$ cat src/rtl/triangular_root.sv
// triangular_root: multi-cycle FSMD that finds the largest N with 1+2+..+N <= target.
// It subtracts 1, 2, 3, ... from the target until the next step no longer fits.
// It reports N, the leftover remainder, and whether the target is exactly triangular.
// Optional build macro TRIROOT_FAST_EN merges SUB and INC into one state.
// This gives 2-cycle iterations instead of 3-cycle iterations.
module triangular_root #(
    parameter int WIDTH = 8
) (
    input  logic             clk,
    input  logic             reset,
    input  logic             start,
    input  logic [WIDTH-1:0] target,
    output logic [WIDTH-1:0] n,
    output logic [WIDTH-1:0] rem,
    output logic             exact,
    output logic             busy,
    output logic             done
);

    typedef enum logic [2:0] {
        IDLE = 3'd0,
        CMP  = 3'd1,
        SUB  = 3'd2,
        INC  = 3'd3,
        DONE = 3'd4
    } state_t;

    state_t           state, state_nxt;
    logic [WIDTH-1:0] i;

    // State register; reset discards any in-flight computation.
    always_ff @(posedge clk) begin
        if (!reset) state <= IDLE;
        else        state <= state_nxt;
    end

    // Next-state logic. start is only honoured in IDLE and DONE.
    always_comb begin
        state_nxt = state;
        case (state)
            IDLE:    if (start) state_nxt = CMP;
            CMP:     state_nxt = (rem >= i) ? SUB : DONE;
`ifdef TRIROOT_FAST_EN
            SUB:     state_nxt = CMP;
`else
            SUB:     state_nxt = INC;
`endif
            INC:     state_nxt = CMP;
            DONE:    if (start) state_nxt = CMP;
            default: state_nxt = IDLE;
        endcase
    end

    // Datapath. The CMP guard ensures rem never underflows.
    // i stays at or below N+1, which fits in WIDTH bits.
    always_ff @(posedge clk) begin
        if (!reset) begin
            n   <= '0;
            rem <= '0;
            i   <= '0;
        end else begin
            case (state)
                IDLE, DONE: begin
                    if (start) begin
                        rem <= target;
                        i   <= WIDTH'(1);
                        n   <= '0;
                    end
                end
                SUB: begin
                    rem <= rem - i;
                    n   <= i;
`ifdef TRIROOT_FAST_EN
                    i   <= i + WIDTH'(1);
`endif
                end
                INC:     i <= i + WIDTH'(1);
                default: ;
            endcase
        end
    end

    assign busy  = (state == CMP) || (state == SUB) || (state == INC);
    assign done  = (state == DONE);
    assign exact = (state == DONE) && (rem == '0);

endmodule

$ cat config.mk
export PLATFORM = sky130hd
export DESIGN_NAME = triangular_root
export DESIGN_NICKNAME = d
export VERILOG_FILES = /design/src/rtl/triangular_root.sv
export SDC_FILE = /design/constraint.sdc
export NUM_CORES = 1
export LEC_CHECK = 0
export CORE_MARGIN = 2
export CORE_UTILIZATION = 36
export DETAILED_ROUTE_END_ITERATION = 7
export GPL_TIMING_DRIVEN = 1
export PLACE_DENSITY = 0.68
export SETUP_SLACK_MARGIN = 0.5
export SLEW_MARGIN = 20
export SYNTH_ARGS = -nofsm -noshare
export SYNTH_HDL_FRONTEND = slang
export SYNTH_SLANG_ARGS = --single-unit
$ cat constraint.sdc
create_clock -name clk -period 3.2 [get_ports clk]
set_clock_uncertainty 0.2 [all_clocks]
set_input_delay 0.8 -clock clk [delete_from_list [all_inputs] [get_ports clk]]
set_output_delay 0.8 -clock clk [all_outputs]
set_load 0.05 [all_outputs]
Word-level counts from Yosys, hierarchy flattened
Index checks and enable logic that the tools add are counted.
Widths: inputs -> output; s select.
{"block": "totals", "romBits": 0, "memories": 0, "ramBits": 0, "out_inout_bits": 19, "wordCells": 31, "latch_bits": 0, "inputBits": 11, "reg_bits": 27}
{"block": "classes", "n_eq_ne": 5, "div_mod_pow": 0, "n_reduce_logical": 10, "multipliers": 0, "shifts": 0, "bitwise": 0, "muxes": 9, "add_sub_neg": 2, "magnitude_cmp": 1}
{"cell": "$pmux 8 s2", "count": 3}
{"cell": "$mux 8", "count": 3}
{"cell": "$pmux 3 s4", "count": 1}
{"cell": "$add 8x1->8 const B", "count": 1}
{"cell": "$ge 8x8->1", "count": 1}
{"cell": "$logic_not 8->1", "count": 1}
{"cell": "$sub 8x8->8", "count": 1}
{"cell": "$eq 3x2->1 const B", "count": 2}
{"cell": "$mux 3", "count": 2}
{"cell": "$reduce_and 2->1", "count": 2}
{"cell": "$reduce_bool 2->1", "count": 2}
{"cell": "$eq 3x1->1 const B", "count": 1}
{"cell": "$eq 3x3->1 const B", "count": 1}
{"cell": "$logic_not 3->1", "count": 1}
{"cell": "$logic_or 1x1->1", "count": 2}
{"cell": "$ne 2x1->1 const B", "count": 1}
{"cell": "$reduce_or 2->1", "count": 1}
{"cell": "$logic_and 1x1->1", "count": 1}

Depth between registers and ports, before layout
Gate-level depths: netlist of the first run.
{"block": "depth", "word_depth": 4, "mapped_depth": 8, "depth_no_buf": 8}

Worst setup path after synthesis of the first run
Ideal clock, no wire load.
{"block": "synth_timing", "kind": "register to output", "from": "register state[0]", "to": "output port exact", "required_ps": 2200, "n_path_buf": 1, "path_slack_ps": -32, "t_arrival_ps": 2232, "stages_incl_launch_ff": 4, "cell_sequence": "dfxtp_1 > buf_4 > nor3_1 > and3_1"}
{"block": "synth_between", "elab_chain_cells": 2}
{"element": "start: declaration", "line": "28", "source": "state_t state, state_nxt;"}
{"element": "start signal: assignment", "line": "34", "source": "else state <= state_nxt;"}
{"element": "$eq 3x3->1"}
{"element": "named net done", "line": "17", "source": "output logic done"}
{"element": "$logic_and 1x1->1", "line": "85", "source": "assign exact = (state == DONE) && (rem == '0);"}
{"element": "end: declaration", "line": "15", "source": "output logic exact,"}
The timed path passes the listed nets, and every way through them passes these cells.

Worst setup path after layout of the first run
{"block": "layout_timing", "from": "register state[2]", "to": "output port done"}
{"block": "layout_between", "elab_chain_cells": 1}
{"element": "$eq 3x3->1", "line": "84", "source": "assign done = (state == DONE);"}
{"element": "end: declaration", "line": "17"}
Every way passes these cells.

==> results_dict.tcl, run 1 <==
set metrics [dict create \
    synth_cells 200 \
    synth.distinct_cells 41 \
    synthFlopType "dfxtp_1" \
    cp-start-kind "flip-flop" \
    synth_compound_area_share_pct 21.6 \
    dieArea_um2 4970 \
    ios 30 \
    cts-root-buf "clkbuf_8" \
    r2r-end "state[1]" \
    outcome "complete, no violations" \
    tightest_slew_ps 756 \
    synth_xor_area_share_pct 1.10 \
    cts_tree "yes" \
    timing_hold_violations_final 0 \
    drt-wirelength-per-cell_um 14.8 \
    grt_max_degree 24 \
    viasPerCell 5.59 \
    htree_levels 1 \
    cts_setup_buffers 0 \
    nets 249 \
    fmaxAchievable_mhz 385 \
    rr_worst_depth 8 \
    ys_seq_elements 27 \
    cts-buffers-inserted 3 \
    drive_gt1_share_pct 5.29 \
    timing.final.crit_share_pct 81.1 \
    synth_top_family_by_area "simple AND/OR/NAND/NOR gates" \
    syn_nets 221 \
    grt_setup_unrepaired "no" \
    vias 1560 \
    first_iter_violations 83 \
    r2r-start "rem[0]" \
    power.leakage_uw 0.000772 \
    die_h_um 70.5 \
    cp.required_ps 2200 \
    min_path_type "reg -> reg" \
    clk_latency_ps 280 \
    rows 24 \
    grt_pass1_wl_mm 7.10 \
    antenna_found_initial 0 \
    ys_seq_area_share_pct 33.9 \
    yosys_warnings 0 \
    reg2reg_slack_ps 860 \
    core_um2 4290 \
    cp_max_fo 8 \
    area_delta_synth_final_pct 24.4 \
    ir_worst_vdd_mv 0.308 \
    cp-startpoint "state[2]" \
    setup_viol 0 \
    syn_area_um2 1590 \
    worstSetupEndpoint "done" \
    cp.arrival_ps 1600 \
    maxCapViolCount 0 \
    dp_hpwl_mm 3.03 \
    async_reset_ff_share_pct 0 \
    slew_viol_final 0 \
    endpoint_kind "output pin" \
    port_buffers 29 \
    antenna_cells 0 \
    fin_util_pct 46.1 \
    clock_sinks 27 \
    routed_wl_mm 4.14 \
    dr.pass1.iters 5 \
    syn_avg_cell_area_um2 7.96 \
    synthAdderAreaFrac_pct 8.33 \
    grt_overflow_total 0 \
    track_usage_pct 17.8 \
    clkTransAtPathRegs_ps 110 \
    grt_pass1_vias 1448 \
    total_power_uw 1280 \
    routabilityCongestion 0.806 \
    clock_path_buffers 2 \
    path_class "reg -> out" \
    fill_cells 437 \
    slew_headroom_pct 49.4 \
    synth_edf_count 0 \
    yosys.area_share.simple_pct 26.4 \
    ctsHoldBuffers 0 \
    p_per_area_nw_per_um2 648 \
    tns_ps 0 \
    synth.area.mux_share_pct 2.59 \
    antenna_left 0 \
    dieWidth_um 70.5 \
    drcViolationCount 0 \
    post-route-min-period_ps 2600 \
    start_util_pct 37.1 \
]
-- worst min-delay path by stage --
stage                     from  endpoint  slack (ps)  cells past startpoint
final                     i[3]      i[3]         340                      1
after floorplan           i[3]      i[3]         280                      1
after global placement    i[3]      i[3]         310                      1
after CTS                 i[3]      i[3]         340                      1
after global routing      n[0]      n[0]         380                      2
after detailed placement  i[3]      i[3]         310                      1
-- stage by stage --
stage	hold slack (ps)	setup slack [ps]	area, um^2	cells
floorplan	279	679	1600	200
global placement	307	490	1930	275
detailed placement	314	489	1930	275
CTS	340	453	1980	279
global route	379	523	1980	279
finish	342	605	1980	279
-- flip-flops by register name, summed over array words and instances, names as in the netlist --
signal,flops
state,3
rem,8
i,8
n,8
-- report_power, final --
part	internal, uW	switching [uW]
clock	91.6	119
sequential	375	65.5
combinational	236	396
total	703	581
-- cell usage after synthesis (2+ instances only) --
master | instances | area share [%]
ha_1 | 9 | 7.1
nor2_1 | 16 | 3.8
nor4_1 | 2 | 0.79
nand3b_1 | 2 | 0.94
and3_1 | 6 | 2.4
dfxtp_1 | 27 | 34
a22oi_1 | 9 | 4.2
o211ai_1 | 3 | 1.4
a21boi_0 | 2 | 0.94
mux2i_1 | 3 | 1.9
nand2_1 | 17 | 4.0
buf_2 | 2 | 0.63
nand3_1 | 10 | 3.1
nor3_1 | 2 | 0.63
a21oi_1 | 11 | 3.5
inv_1 | 15 | 3.5
a21o_1 | 2 | 0.94
a211oi_1 | 3 | 1.4
clkbuf_1 | 4 | 0.94
nand2b_1 | 2 | 0.79
o221ai_1 | 2 | 1.1
xnor2_1 | 2 | 1.1
and2_1 | 6 | 2.4
nand4_1 | 3 | 1.2
buf_4 | 2 | 0.94
o22ai_1 | 2 | 0.79
nor2b_1 | 10 | 3.9
o21ai_0 | 13 | 4.1
-- final cells by class --
type	instances	area (um^2)	share of cell area, %
inverter	15	56.3	2.84
clock buffer	3	41.3	2.08
clock inverter	1	8.76	0.442
sequential	27	542	27.4
timing repair buffer	31	300	15.2
tap	52	65.1	3.28
multi-input combinational	150	967	48.8
-- layout by cell type (no fill, tap or decap), types with 3 or more instances in the layout --
master,Yosys,layout
ha_1,9,9
a211oi_1,3,3
mux2i_1,3,3
clkdlybuf4s50_1,0,26
nand4_1,3,3
dfxtp_1,27,26
nand2_1,17,17
nor2_1,16,16
a21oi_1,11,11
and2_1,6,6
o21ai_0,13,13
clkbuf_8,0,3
o211ai_1,3,3
nor2b_1,10,10
inv_1,15,15
nand3_1,10,10
a22oi_1,9,9
and3_1,6,6
-- kinds of logic (layout without fill, tap and decap cells) --
group | count (synthesis) | after routing
compound gates | 53 | 53
xor+xnor | 2 | 2
fa+ha+maj | 10 | 10
buf+inv | 23 | 50
flops | 27 | 27
mux | 4 | 4
simple gates | 81 | 81
-- what timing repair did --
action                                  in CTS  in global routing
pin swaps                                    0                  0
gates resized for setup                      5                  3
endpoints found under the setup margin       3                  1
-- worst max-delay path, stage by stage, from the launching register on --
cell and delay [ps]:
dfxtp_1 460, inv_1 160, nor3_4 140, dlygate4sd2_1 550
-- routing by layer --
layer  vias up  global-route usage, %  part of all wire, %
met5         -                      0                    0
met4         0                   4.91                  1.7
met3         6                   2.45                  3.8
met2        46                   27.1                   44
met1       736                   26.2                   50
li1        772                      -                    -
No activity file was read; power rests on OpenSTA's default activity.
==> inputs of run 2 (changes only) <==
==> constraint.sdc (replaced) <==
create_clock -name clk -period 2.55 [get_ports clk]
set_clock_uncertainty 0.2 [all_clocks]
set_input_delay 0.6375 -clock clk [delete_from_list [all_inputs] [get_ports clk]]
set_output_delay 0.6375 -clock clk [all_outputs]
set_load 0.05 [all_outputs]
==> results_dict.tcl, run 2 (synthesis results as in run 1) <==
set metrics [dict create \
    outcome "complete, no violations" \
    layoutNonFillerInstCount 285 \
    start_util_pct 37.1 \
    drive_gt1_share_pct 23.6 \
    dieArea_um2 4970 \
    core_um2 4290 \
    antenna_cells 0 \
    fmaxAchievable_mhz 475 \
    cts-buffers-inserted 3 \
    ios 30 \
    p_per_area_nw_per_um2 832 \
    setup_viol 0 \
    drt-wirelength-per-cell_um 15.2 \
    cp.arrival_ps 1270 \
    slew_viol_final 0 \
    port_buffers 29 \
    area_delta_synth_final_pct 35.0 \
    clk_latency_ps 290 \
    routed_wl_mm 4.33 \
    cts-root-buf "clkbuf_8" \
    die_h_um 70.5 \
    cts_tree "yes" \
    viasPerCell 5.45 \
    cp.required_ps 1710 \
    ir_worst_vdd_mv 0.228 \
    cp_max_fo 6 \
    clock_path_buffers 2 \
    cp-start-kind "flip-flop" \
    htree_levels 1 \
    critical_path.max_stage_delay_ps 390 \
    track_usage_pct 17.8 \
    slew_headroom_pct 58.5 \
    rows 24 \
    clock_sinks 27 \
    nets 255 \
    vias 1553 \
    routabilityCongestion 0.822 \
    tns_ps 0 \
    first_iter_violations 100 \
    dr.pass1.iters 4 \
    antenna_found_initial 0 \
    clkTransAtPathRegs_ps 110 \
    dp_hpwl_mm 3.02 \
    path_class "reg -> out" \
    power.leakage_uw 0.000884 \
    cp_slowest_cell "dfxtp_4" \
    place_inst 278 \
    largestRegisters "i: 8 flops, n: 8 flops, rem: 8 flops" \
    timing_hold_violations_final 0 \
    grt_max_degree 17 \
    timing.hold.ws_ps 325 \
    drcViolationCount 0 \
    tightest_slew_ps 621 \
    total_power_uw 1790 \
    dieWidth_um 70.5 \
    ctsHoldBuffers 0 \
    post-route-min-period_ps 2110 \
    min_path_type "reg -> reg" \
    grt_pass1_vias 1536 \
    grt_setup_unrepaired "yes" \
    endpoint_kind "output pin" \
    mostFrequentLayoutCell "nand2_1" \
    path_cells "nor4_4 > and3_4 > buf_12" \
    grt_overflow_total 0 \
    maxCapViolCount 0 \
    layout_common_cells "17 x nand2_1, 15 x nor2_1, 13 x inv_1, 13 x dfxtp_1" \
    grt_pass1_wl_mm 7.11 \
    timing.final.crit_share_pct 82.6 \
    antenna_left 0 \
]
==> run 2: changes by cell type in the layout (fill, tap and decap cells not counted), moves of 3 or more <==
cell	delta
dfxtp_4	+7
clkdlybuf4s50_1	-17
buf_4	+7
dlygate4sd2_1	+7
o21ai_0	-5
dfxtp_1	-13
dfxtp_2	+6
clkdlybuf4s15_1	+4
o21ai_2	+3
==> run 2: metrics by stage <==
step / area [um^2] / util (%) / setup slack, ps
floorplan: 1630 / - / 411
global placement: 1990 / 46.4 / 161
detailed placement: 1990 / 46.4 / 146
CTS: 2090 / 48.7 / 431
global route: 2150 / 50.1 / 396
finish: 2150 / 50.1 / 443
==> run 2: critical path, delay by kind of cell (launching register included) <==
kind / cells / cell delay (ps)
AND/OR/NAND/NOR: 2 / 460
flip-flops: 1 / 390
buffers and inverters: 1 / 130
==> run 2: cell type report <==
class	count	area [um^2]
fillers	436	2140
multi-input cells	150	1060
flip-flops and latches	27	576
repair buffers	37	347
well taps	52	65.1
inverters	15	56.3
clock buffers	3	41.3
clock inverters	1	6.26
==> run 2: worst paths after layout <==
| check | startpoint | end | slack [ps] | cells past startpoint |
|---|---|---|---|---|
| worst max register to register | rem[0] | state[2] | 480 | 8 |
| worst min-delay path | i[3] | i[3] | 320 | 1 |
| worst max-delay path | rem[5] | exact | 440 | 3 |
| worst min register to register | i[3] | i[3] | 320 | 1 |
==> run 2: timing repair <==
action	4_1_cts	5_1_grt
resized for setup	39	25
buffers inserted	2	1
pin swaps	2	9
cloned	0	0
setup endpoints to repair	22	26
==> run 2: report_power, final <==
| group | internal [uW] | switching (uW) |
|---|---|---|
| Clock | 112 | 147 |
| Combinational | 384 | 565 |
| Sequential | 487 | 93.6 |
| Total | 983 | 805 |
==> run 2: per-layer routing <==
metal  track usage, %  up-vias  part of all wire [%]
met5                0        -                     0
met4             5.13        0                   1.6
met3             2.31        7                   3.6
met2             29.6       34                    46
met1             24.3      729                    48
li1                 -      783                     -
==> inputs of run 3 (changes only) <==
==> constraint.sdc (replaced) <==
create_clock -name clk -period 2.1 [get_ports clk]
set_clock_uncertainty 0.2 [all_clocks]
set_input_delay 0.525 -clock clk [delete_from_list [all_inputs] [get_ports clk]]
set_output_delay 0.525 -clock clk [all_outputs]
set_load 0.05 [all_outputs]
==> results_dict.tcl, run 3 (synthesis results as in run 1) <==
set metrics [dict create \
    fill_cells 345 \
    timing.hold.ws_ps 294 \
    antenna_left 0 \
    design_area_um2 2640 \
    start_util_pct 37.1 \
    cp_max_fo 3 \
    min_path_type "reg -> reg" \
    maxCapViolCount 0 \
    layout_common_cells "25 x buf_6, 22 x buf_4, 15 x nand2_1" \
    dieWidth_um 70.5 \
    grt_max_degree 31 \
    die_h_um 70.5 \
    path_class "reg -> reg" \
    clock_sinks 27 \
    cts-buffers-inserted 3 \
    dpl_worst_slack_ps -3.99 \
    grt_overflow_total 0 \
    ctsHoldBuffers 0 \
    cp.required_ps 2070 \
    cts-root-buf "clkbuf_8" \
    power.leakage_uw 0.00103 \
    top_layer_used "met4" \
    grt_pass1_wl_mm 7.77 \
    dp_hpwl_mm 3.14 \
    port_buffers 29 \
    nets 279 \
    first_iter_violations 97 \
    route.met2.wl_mm 2.46 \
    routabilityCongestion 0.776 \
    outcome "complete, no violations" \
    viasPerCell 5.54 \
    largestRegisters "i: 8 flops, n: 8 flops, rem: 8 flops" \
    ir_worst_vdd_mv 0.372 \
    dieArea_um2 4970 \
    ios 30 \
    wl_met3_um 233 \
    grt_setup_unrepaired "yes" \
    vias 1711 \
    grt_pass1_vias 1669 \
    drt-wirelength-per-cell_um 15.8 \
    antenna_cells 0 \
    dr.pass1.iters 4 \
    setup_viol 0 \
    drcViolationCount 0 \
    core_um2 4290 \
    wl_met1_mm 2.13 \
    track_usage_pct 19.2 \
    clk_latency_ps 270 \
    timing_hold_violations_final 0 \
    rr_worst_depth 9 \
    htree_levels 1 \
    slew_viol_final 0 \
    antenna_found_initial 0 \
    rows 24 \
    endpoint_kind "flip-flop" \
    cts_tree "yes" \
    regArea_um2 587 \
    cp-start-kind "flip-flop" \
    multi_input_area_um2 1260 \
    routed_wl_mm 4.90 \
    postPlaceCellArea_um2 2090 \
    area_delta_synth_final_pct 65.9 \
    clock_path_buffers 2 \
    mostFrequentLayoutCell "buf_6" \
    min_path_cells 1 \
    fmaxAchievable_mhz 492 \
    drive_gt1_share_pct 47.1 \
    clkTransAtPathRegs_ps 100 \
    cp.arrival_ps 2000 \
    finalWorstSetupSlack_ps 67.3 \
    post-route-min-period_ps 2030 \
    timing.final.crit_share_pct 96.8 \
    p_per_area_nw_per_um2 971 \
    tightest_slew_ps 402 \
    slew_headroom_pct 73.0 \
]
run 3: worst max-delay path, cell delays in order (launching register included):
cell and delay [ps]:
dfxtp_4 390, inv_4 40, ha_4 150, fa_2 350, and2b_2 240, buf_6 110, nor2_4 40, o21ai_4 160
o22a_1 160, o22ai_2 70
run 3: stage by stage:
step	setup TNS [ps]	total power [uW]	utilization (%)	std cells
after floorplan	0	1490	-	200
after global placement	0	1800	48.6	282
after detailed placement	-7.08	1820	48.6	282
after CTS	0	2380	57.5	304
after global routing	0	2690	61.5	309
final	0	2560	61.5	309
run 3: final cells by class:
type | count | share of cell area, %
clock buffer | 4 | 1.70
sequential | 27 | 22.2
multi-input combinational | 150 | 47.6
tap | 52 | 2.46
inverter | 15 | 2.32
timing repair buffer | 61 | 23.7
run 3: power by group:
part,internal (uW),switching [uW]
clock,136,171
sequential,591,135
combinational,738,794
total,1460,1100
run 3: layer usage:
layer / GRT usage (%) / vias up
li1: - / 830
met1: 25.3 / 815
met2: 33.0 / 58
met3: 2.45 / 8
met4: 5.34 / 0
met5: 0 / -
run 3: timing repair:
item	in CTS	in global routing
setup buffers	18	5
resized for setup	53	35
pin swaps	19	24
endpoints found under the setup margin	30	39
run 3: path summary, 6_finish.rpt:
check / from / endpoint / slack, ps
min reg2reg: i[3] / i[3] / 290
max reg2reg: rem[0] / state[2] / 70
min: i[3] / i[3] / 290
max: rem[0] / state[2] / 70
